--- src/rtl/div_pkg.sv ---
// Shared types and constants for the sequential restoring divider.
package div_pkg;

  localparam int DEF_DIVIDEND_W = 16;
  localparam int DEF_DIVISOR_W  = 8;
  localparam int DIV_LATENCY    = DEF_DIVIDEND_W;

  localparam logic [DEF_DIVIDEND_W-1:0] DIV_ZERO_QUOTIENT = {DEF_DIVIDEND_W{1'b1}};

  typedef enum logic [1:0] {
    IDLE = 2'd0,
    CALC = 2'd1,
    DONE = 2'd2
  } div_state_e;

endpackage

--- src/rtl/div_step.sv ---
// One restoring-division iteration: shift in the next dividend bit,
// trial-subtract the divisor, keep the difference or restore.
module div_step
  import div_pkg::*;
#(
  parameter int DIVISOR_W = DEF_DIVISOR_W
) (
  input  logic [DIVISOR_W:0]   rem_in,
  input  logic                 bit_in,
  input  logic [DIVISOR_W-1:0] divisor,
  output logic [DIVISOR_W:0]   rem_out,
  output logic                 q_bit
);

  logic [DIVISOR_W+1:0] shifted_s;
  logic [DIVISOR_W+1:0] trial_s;

  // Trial subtraction; a set top bit means the divisor did not fit.
  always_comb begin
    shifted_s = {rem_in, bit_in};
    trial_s   = shifted_s - {2'b00, divisor};
    if (trial_s[DIVISOR_W+1]) begin
      rem_out = shifted_s[DIVISOR_W:0];
      q_bit   = 1'b0;
    end else begin
      rem_out = trial_s[DIVISOR_W:0];
      q_bit   = 1'b1;
    end
  end

endmodule

--- src/rtl/seq_divider.sv ---
// Sequential restoring divider, one quotient bit per enabled clock.
// Optional signed operation is compiled in with DIV_SIGNED_EN.
module seq_divider
  import div_pkg::*;
#(
  parameter int DIVIDEND_W = DEF_DIVIDEND_W,
  parameter int DIVISOR_W  = DEF_DIVISOR_W
) (
  input  logic                  clk,
  input  logic                  rst,
  input  logic                  en,
  input  logic                  start,
  input  logic [DIVIDEND_W-1:0] dividend,
  input  logic [DIVISOR_W-1:0]  divisor,
  output logic [DIVIDEND_W-1:0] quotient,
  output logic [DIVISOR_W-1:0]  remainder,
  output logic                  busy,
  output logic                  done,
  output logic                  div_by_zero
);

  localparam int CNT_W = $clog2(DIVIDEND_W);

  div_state_e            state_r;
  logic [DIVIDEND_W-1:0] dvd_r;
  logic [DIVISOR_W-1:0]  dvs_r;
  logic [DIVISOR_W:0]    rem_r;
  logic [CNT_W-1:0]      cnt_r;

  logic [DIVISOR_W:0]    rem_next_s;
  logic                  q_bit_s;
  logic [DIVIDEND_W-1:0] q_raw_s;
  logic [DIVISOR_W-1:0]  r_raw_s;
  logic [DIVIDEND_W-1:0] q_fix_s;
  logic [DIVISOR_W-1:0]  r_fix_s;
  logic [DIVIDEND_W-1:0] dvd_mag_s;
  logic [DIVISOR_W-1:0]  dvs_mag_s;

  // The dividend register doubles as the quotient shift register.
  div_step #(.DIVISOR_W(DIVISOR_W)) u_step (
    .rem_in  (rem_r),
    .bit_in  (dvd_r[DIVIDEND_W-1]),
    .divisor (dvs_r),
    .rem_out (rem_next_s),
    .q_bit   (q_bit_s)
  );

  // Final-iteration result as it will look after this edge.
  always_comb begin
    q_raw_s = {dvd_r[DIVIDEND_W-2:0], q_bit_s};
    r_raw_s = rem_next_s[DIVISOR_W-1:0];
  end

`ifdef DIV_SIGNED_EN
  logic neg_q_r;
  logic neg_r_r;

  // Magnitudes feed the unsigned core; signs are reapplied at completion.
  always_comb begin
    if (dividend[DIVIDEND_W-1]) begin
      dvd_mag_s = -dividend;
    end else begin
      dvd_mag_s = dividend;
    end
    if (divisor[DIVISOR_W-1]) begin
      dvs_mag_s = -divisor;
    end else begin
      dvs_mag_s = divisor;
    end
    if (neg_q_r) begin
      q_fix_s = -q_raw_s;
    end else begin
      q_fix_s = q_raw_s;
    end
    if (neg_r_r) begin
      r_fix_s = -r_raw_s;
    end else begin
      r_fix_s = r_raw_s;
    end
  end

  // Operand signs captured alongside the operands.
  always_ff @(posedge clk) begin
    if (rst) begin
      neg_q_r <= 1'b0;
      neg_r_r <= 1'b0;
    end else if (en && (state_r == IDLE) && start) begin
      neg_q_r <= dividend[DIVIDEND_W-1] ^ divisor[DIVISOR_W-1];
      neg_r_r <= dividend[DIVIDEND_W-1];
    end
  end
`else
  // Unsigned build: operands and results pass straight through.
  always_comb begin
    dvd_mag_s = dividend;
    dvs_mag_s = divisor;
    q_fix_s   = q_raw_s;
    r_fix_s   = r_raw_s;
  end
`endif

  // Control FSM, iteration counter and registered outputs.
  always_ff @(posedge clk) begin
    if (rst) begin
      state_r     <= IDLE;
      dvd_r       <= {DIVIDEND_W{1'b0}};
      dvs_r       <= {DIVISOR_W{1'b0}};
      rem_r       <= {(DIVISOR_W+1){1'b0}};
      cnt_r       <= {CNT_W{1'b0}};
      quotient    <= {DIVIDEND_W{1'b0}};
      remainder   <= {DIVISOR_W{1'b0}};
      busy        <= 1'b0;
      done        <= 1'b0;
      div_by_zero <= 1'b0;
    end else if (en) begin
      case (state_r)
        IDLE: begin
          if (start) begin
            busy <= 1'b1;
            if (divisor == {DIVISOR_W{1'b0}}) begin
              state_r     <= DONE;
              quotient    <= {DIVIDEND_W{1'b1}};
              remainder   <= {DIVISOR_W{1'b0}};
              div_by_zero <= 1'b1;
              done        <= 1'b1;
            end else begin
              state_r <= CALC;
              dvd_r   <= dvd_mag_s;
              dvs_r   <= dvs_mag_s;
              rem_r   <= {(DIVISOR_W+1){1'b0}};
              cnt_r   <= CNT_W'(DIVIDEND_W - 1);
            end
          end
        end
        CALC: begin
          rem_r <= rem_next_s;
          dvd_r <= q_raw_s;
          cnt_r <= cnt_r - CNT_W'(1);
          if (cnt_r == {CNT_W{1'b0}}) begin
            state_r     <= DONE;
            quotient    <= q_fix_s;
            remainder   <= r_fix_s;
            div_by_zero <= 1'b0;
            done        <= 1'b1;
          end
        end
        DONE: begin
          state_r <= IDLE;
          done    <= 1'b0;
          busy    <= 1'b0;
        end
        default: begin
          state_r <= IDLE;
          done    <= 1'b0;
          busy    <= 1'b0;
        end
      endcase
    end
  end

endmodule

--- config.mk ---
export PLATFORM = sky130hd
export DESIGN_NAME = seq_divider
export DESIGN_NICKNAME = d
export VERILOG_FILES = /design/src/rtl/div_pkg.sv /design/src/rtl/div_step.sv /design/src/rtl/seq_divider.sv
export SDC_FILE = /design/constraint.sdc
export NUM_CORES = 1
export LEC_CHECK = 0
export BUFFER_PORTS_ARGS = -buffer_cell sky130_fd_sc_hd__clkbuf_2
export CORE_ASPECT_RATIO = 1.1
export CORE_MARGIN = 8
export CORE_UTILIZATION = 45
export CTS_BUF_LIST = sky130_fd_sc_hd__clkbuf_8
export DETAILED_ROUTE_END_ITERATION = 8
export PLACE_DENSITY = 0.64
export SYNTH_ARGS = -nofsm -noshare
export SYNTH_HDL_FRONTEND = slang
export SYNTH_SLANG_ARGS = --single-unit
export TNS_END_PERCENT = 10
--- constraint.sdc ---
create_clock -name clk -period 3.9 [get_ports clk]
set_input_delay 0.585 -clock clk [delete_from_list [all_inputs] [get_ports clk]]
set_output_delay 0.585 -clock clk [all_outputs]
set_load 0.005 [all_outputs]
======== Word-level counts from Yosys, hierarchy flattened ========
Index checks and enable logic that the tools add are counted.
word-level totals
  output and inout port bits .............. 27
  register bits after elaboration ......... 66
operators by class
  reductions and logical operators ........ 10
  bitwise gates (word level) .............. 2
  mux-type cells .......................... 31
  eq/ne operators ......................... 5
  add/sub/neg operators ................... 2
operators with widths
  kind                                                 number
  2-to-1 mux 16 bit                                    5
  case mux 16 bit (2 select lines)                     2
  2-to-1 mux 9 bit                                     3
  2-to-1 mux 8 bit                                     3
  case mux 9 bit (2 select lines)                      1
  case mux 8 bit (2 select lines)                      1
  AND reduction 4 bit                                  3
  subtractor 10 x 8 -> 10 bit                          1
  logical NOT 8 bit                                    1
  2-to-1 mux 4 bit                                     2
  != test 2 bit, second input constant                 4
  case mux 4 bit (2 select lines)                      1
  2-to-1 mux 1 bit                                     6
  2-to-1 mux 2 bit                                     3
  case mux 1 bit (2 select lines)                      3
  AND reduction 3 bit                                  2
  AND reduction 5 bit                                  1
  logical NOT 4 bit                                    1
  case mux 2 bit (2 select lines)                      1
  subtractor 4 x 1 -> 4 bit, second input constant     1
  equality test 2 x 1 -> 1 bit, second input constant  1
  logical NOT 2 bit                                    1
  inverter 1 bit                                       2
  nonzero test 2 bit                                   1

======== Longest topological paths before layout ========
  word-level depth ........................ 4
  mapped depth ............................ 9

======== Hierarchy ========
Synthesis repeated with hierarchy kept, for this count alone.
second synthesis, totals
  cell total of the unflattened synthesis .. 391
  area, all modules ....................... 3,453.3 um2
modules (own cells, without submodules)
  module       sequential area each (um2)  area each (um2)  times used  cells an instance
  seq_divider  1,321.3                     2,925.3          1           324
  div_step     0.0                         528.0            1           67

======== Worst setup path after synthesis ========
Ideal clock, no wire load.
  kind .................................... reg-to-reg
  start point ............................. reg dvs_r[6]
  end point ............................... reg rem_r[2]
  cell stages (with the launch flop) ...... 10
  buffers on the path ..................... 1
  path slack .............................. 1.800 ns
  arrival ................................. 2.020 ns
  library setup time ...................... 0.080 ns
  path through ............................ dfxtp_1 inv_1 ha_1 buf_4 a21o_2 a21oi_2 nand4_1 nand3_4 mux2_4 a211oi_2
on the way
  word-level cells in the longest chain between the ends .. 3
RTL lines
  element                          RTL line            RTL
  start: declaration               seq_divider.sv:26   logic [DIVISOR_W-1:0] dvs_r;
  start signal: assignment         seq_divider.sv:107  dvs_r <= {DIVISOR_W{1'b0}};
  start signal: assignment         seq_divider.sv:129  dvs_r <= dvs_mag_s;
  subtractor 10 x 8 -> 10 bit      div_step.sv:21      trial_s = shifted_s - {2'b00, divisor};
  2-to-1 mux 9 bit                 div_step.sv:22      if (trial_s[DIVISOR_W+1]) begin
  case mux 9 bit (2 select lines)  seq_divider.sv:116  case (state_r)
  end signal: assignment           seq_divider.sv:108  rem_r <= {(DIVISOR_W+1){1'b0}};
  end signal: assignment           seq_divider.sv:130  rem_r <= {(DIVISOR_W+1){1'b0}};
  end signal: assignment           seq_divider.sv:136  rem_r <= rem_next_s;
  end: declaration                 seq_divider.sv:27   logic [DIVISOR_W:0] rem_r;
No other way between the ends.
A chain may end at the register's enable or synchronous reset.

======== Worst setup path after layout ========
  start point ............................. reg dvs_r[2]
  end point ............................... reg rem_r[6]
Same word-level chain as after synthesis.

==> impl_metrics.sql <==
INSERT INTO impl_metrics (metric_group, metric, value, unit) VALUES
('floorplanning', 'die-width', '96.8', 'um'),
('route', 'drt_pass1_iterations', '4', ''),
('route', 'detail_route.wirelength', '8070', 'um'),
('logic_synthesis', 'synth-seq-area-share', '0.409', ''),
('clock_tree', 'postCtsHoldBufs', '0', ''),
('logic_synthesis', 'syn-mean-instance-area', '8.31', 'um^2'),
('logic_synthesis', 'synthesis.yosys.warnings', '0', ''),
('logic_synthesis', 'synth_flop_cell', 'sky130_fd_sc_hd__dfxtp_1', ''),
('logic_synthesis', 'postSynth.asyncResetShare', '0', ''),
('power_and_ir_drop', 'p_leak', '1.46', 'nW'),
('place', 'gp_congestion', '0.813', ''),
('clock_tree', 'cts-resized-gates', '0', ''),
('worst_setup_path', 'crit_fanout', '4', ''),
('sta', 'final.period_utilization', '0.629', ''),
('power_and_ir_drop', 'total_switching_power', '507', 'uW'),
('worst_setup_path', 'r2r_slack', '1.45', 'ns'),
('sta', 'worst_slew_margin_rel', '0.400', ''),
('job', 'max_cap_violations', '0', ''),
('place', 'placedInstanceArea', '3530', 'um^2'),
('clock_tree', 'tritoncts_num_sinks', '66', ''),
('route', 'drt-wirelength-per-cell', '15.4', 'um'),
('sta', 'setup_tns', '0', 'ns'),
('floorplanning', 'design.die.area', '10200', 'um^2'),
('grt', 'grt_pass1_vias', '2861', ''),
('clock_tree', 'ctsLongestPathBuffers', '2', ''),
('worst_setup_path', 'rr_endpoint', 'rem_r[6]', ''),
('worst_setup_path', 'worstSetupStartpoint', 'dvs_r[2]', ''),
('power_and_ir_drop', 'netSwitchingFraction', '0.309', ''),
('worst_setup_path', 'cp_data_arrival_time', '2.71', 'ns'),
('clock_tree', 'insertion_delay', '0.34', 'ns'),
('power_and_ir_drop', 'p_comb_frac', '0.231', ''),
('logic_synthesis', 'synth-edff-count', '0', ''),
('worst_setup_path', 'setup.worst_path.end_class', 'flop', ''),
('grt', 'grt_pass1_wl', '13800', 'um'),
('logic_synthesis', 'synth_seq_cells', '66', ''),
('clock_tree', 'cts.root.buffer_cell', 'sky130_fd_sc_hd__clkbuf_8', ''),
('power_and_ir_drop', 'peakVddDrop', '0.000269', 'V'),
('power_and_ir_drop', 'pwr-share-seq', '0.463', ''),
('place', 'io_buffer_count', '54', ''),
('clock_tree', 'clock_input_transition_at_the_sequential_cells_of_the_worst_setup_and_hold_paths', '0.07', 'ns'),
('sta', 'maximum_clock_rate', '408', 'MHz'),
('grt', 'grt_overflow_total', '0', ''),
('final_layout', 'fin_util', '0.529', ''),
('route', 'drc_errors', '0', ''),
('logic_synthesis', 'syn-instance-count', '389', ''),
('status', 'outcome', 'completed', ''),
('logic_synthesis', 'synth.top_cells.by_area', 'sky130_fd_sc_hd__dfxtp_1 (41%), sky130_fd_sc_hd__nor2_1 (7.3%), sky130_fd_sc_hd__nand2_1 (6.3%), sky130_fd_sc_hd__a311oi_1 (4.3%), sky130_fd_sc_hd__a21oi_1 (3.6%)', ''),
('final_layout', 'area_growth_syn_to_layout', '14.5', '%'),
('place', 'dp_hpwl', '5800', 'um'),
('worst_setup_path', 'r2r.worst_path.cells', '8', ''),
('logic_synthesis', 'post-synth-top-count-cell', 'sky130_fd_sc_hd__dfxtp_1', ''),
('worst_setup_path', 'reg_to_reg_startpoint', 'dvs_r[2]', ''),
('logic_synthesis', 'synth.top_cell.area_share', '0.409', ''),
('final_layout', 'num_antenna_cells', '0', ''),
('clock_tree', 'clock_tree_from_tritoncts', 'built', ''),
('worst_setup_path', 'element_type_at_the_critical_path_start', 'flop', ''),
('route', 'drt_iter0_drc', '104', ''),
('route', 'detailroute.via_count', '2878', ''),
('clock_tree', 'cts_post_setup_buffers_inserted', '0', ''),
('final_layout', 'n_fill_cell', '658', ''),
('power_and_ir_drop', 'power.clock.fraction', '0.306', ''),
('floorplanning', 'row_count', '32', ''),
('worst_setup_path', 'critical_path.endpoint', 'rem_r[6]', ''),
('floorplanning', 'io_pins', '55', ''),
('clock_tree', 'htree_num_levels', '3', ''),
('sta', 'slew_viol_final', '0', ''),
('power_and_ir_drop', 'intPower', '1.13', 'mW'),
('logic_synthesis', 'synth_top_cell_by_area', 'sky130_fd_sc_hd__dfxtp_1', ''),
('route', 'detail-route-antenna-nets', '0', ''),
('worst_setup_path', 'cp_data_required_time', '4.15', 'ns'),
('sta', 'final.setup_skew', '0.00905', 'ns');
[flip-flops by register name, summed over array words and instances, names as in the netlist]
register	flops
busy	1
dvd_r	16
dvs_r	8
state_r	2
quotient	16
div_by_zero	1
rem_r	9
cnt_r	4
remainder	8
done	1
[critical path: stages, from the launching register on]
cell	delay [ns]
sky130_fd_sc_hd__dfxtp_1	0.36
sky130_fd_sc_hd__inv_1	0.07
sky130_fd_sc_hd__ha_1	0.33
sky130_fd_sc_hd__nor2b_1	0.17
sky130_fd_sc_hd__o31ai_1	0.36
sky130_fd_sc_hd__a21oi_1	0.18
sky130_fd_sc_hd__a2111oi_0	0.48
sky130_fd_sc_hd__mux2i_1	0.18
sky130_fd_sc_hd__a211oi_1	0.24
[routing by layer]
layer  vias to the layer above  GRT usage  part of all wire
li1                       1481          -                 -
met1                      1327      0.200              0.48
met2                        55      0.252              0.46
met3                        15     0.0356             0.045
met4                         0     0.0913             0.022
met5                         -          0                 0
[through the flow]
| stage | setup slack [ns] | cells | power [mW] | hold WS (ns) |
|---|---|---|---|---|
| 2_1_floorplan | 1.80 | 389 | 1.06 | 0.436 |
| 3_3_place_gp | 1.41 | 509 | 1.14 | 0.447 |
| 3_5_place_dp | 1.40 | 509 | 1.15 | 0.448 |
| 4_1_cts | 1.39 | 524 | 1.65 | 0.457 |
| 5_1_grt | 1.12 | 524 | 1.74 | 0.478 |
| 6_report | 1.45 | 524 | 1.64 | 0.455 |
[final cells by class]
| cell class | instances | area, um^2 | area share |
|---|---|---|---|
| multi-input cells | 280 | 1720 | 0.465 |
| flip-flops and latches | 66 | 1320 | 0.357 |
| repair buffers | 60 | 315 | 0.0851 |
| clock buffers | 11 | 151 | 0.0409 |
| well taps | 85 | 106 | 0.0287 |
| inverters | 18 | 67.6 | 0.0182 |
| clock inverters | 4 | 18.8 | 0.00507 |
[power groups by stage]
stage | logic (mW) | registers [mW] | clock network [mW]
finish | 0.378 | 0.758 | 0.501
global route | 0.425 | 0.765 | 0.546
detailed placement | 0.375 | 0.773 | 0
global placement | 0.370 | 0.772 | 0
CTS | 0.378 | 0.758 | 0.516
floorplan | 0.296 | 0.760 | 0
[placed cells by master, fill, tap and decap left out, types with 3 or more instances in the layout]
cell	synthesis	final
sky130_fd_sc_hd__inv_1	18	19
sky130_fd_sc_hd__o31ai_1	3	3
sky130_fd_sc_hd__mux2_4	4	4
sky130_fd_sc_hd__a311oi_1	16	16
sky130_fd_sc_hd__a211oi_1	8	8
sky130_fd_sc_hd__nor2_1	63	63
sky130_fd_sc_hd__ha_1	9	9
sky130_fd_sc_hd__nor2b_1	4	4
sky130_fd_sc_hd__o21ai_0	10	10
sky130_fd_sc_hd__clkinv_2	0	3
sky130_fd_sc_hd__nor3_1	3	3
sky130_fd_sc_hd__clkbuf_2	0	54
sky130_fd_sc_hd__nand3_1	9	9
sky130_fd_sc_hd__xnor2_1	3	3
sky130_fd_sc_hd__o32ai_1	3	3
sky130_fd_sc_hd__dfxtp_1	66	66
sky130_fd_sc_hd__o22ai_1	16	16
sky130_fd_sc_hd__a21oi_1	23	23
sky130_fd_sc_hd__nor4_1	3	3
sky130_fd_sc_hd__buf_4	1	6
sky130_fd_sc_hd__clkbuf_8	0	11
sky130_fd_sc_hd__nand2_1	54	54
sky130_fd_sc_hd__a211oi_2	9	9
[worst min-delay path by stage]
stage / to / cells past startpoint / slack [ns] / startpoint
after floorplan: dvs_r[4] / 2 / 0.44 / dvs_r[4]
after global placement: dvs_r[4] / 2 / 0.45 / dvs_r[4]
after detailed placement: dvs_r[6] / 2 / 0.45 / dvs_r[6]
after CTS: dvs_r[6] / 2 / 0.46 / dvs_r[6]
after global routing: dvs_r[4] / 2 / 0.48 / dvs_r[4]
final: dvs_r[6] / 2 / 0.46 / dvs_r[6]
[kinds of logic (layout without fill, tap and decap cells)]
group,after synthesis,after routing,share of synthesized area
multiplexers,8,8,0.0317
AND/OR/NAND/NOR,153,153,0.209
flip-flops,66,66,0.409
AO/OA/AOI/OAI,106,106,0.241
buffers and inverters,43,93,0.0607
XOR/XNOR,3,3,0.00813
adder cells (fa/ha/maj),10,10,0.0410
Note: power is estimated with default switching activity, not from simulation.
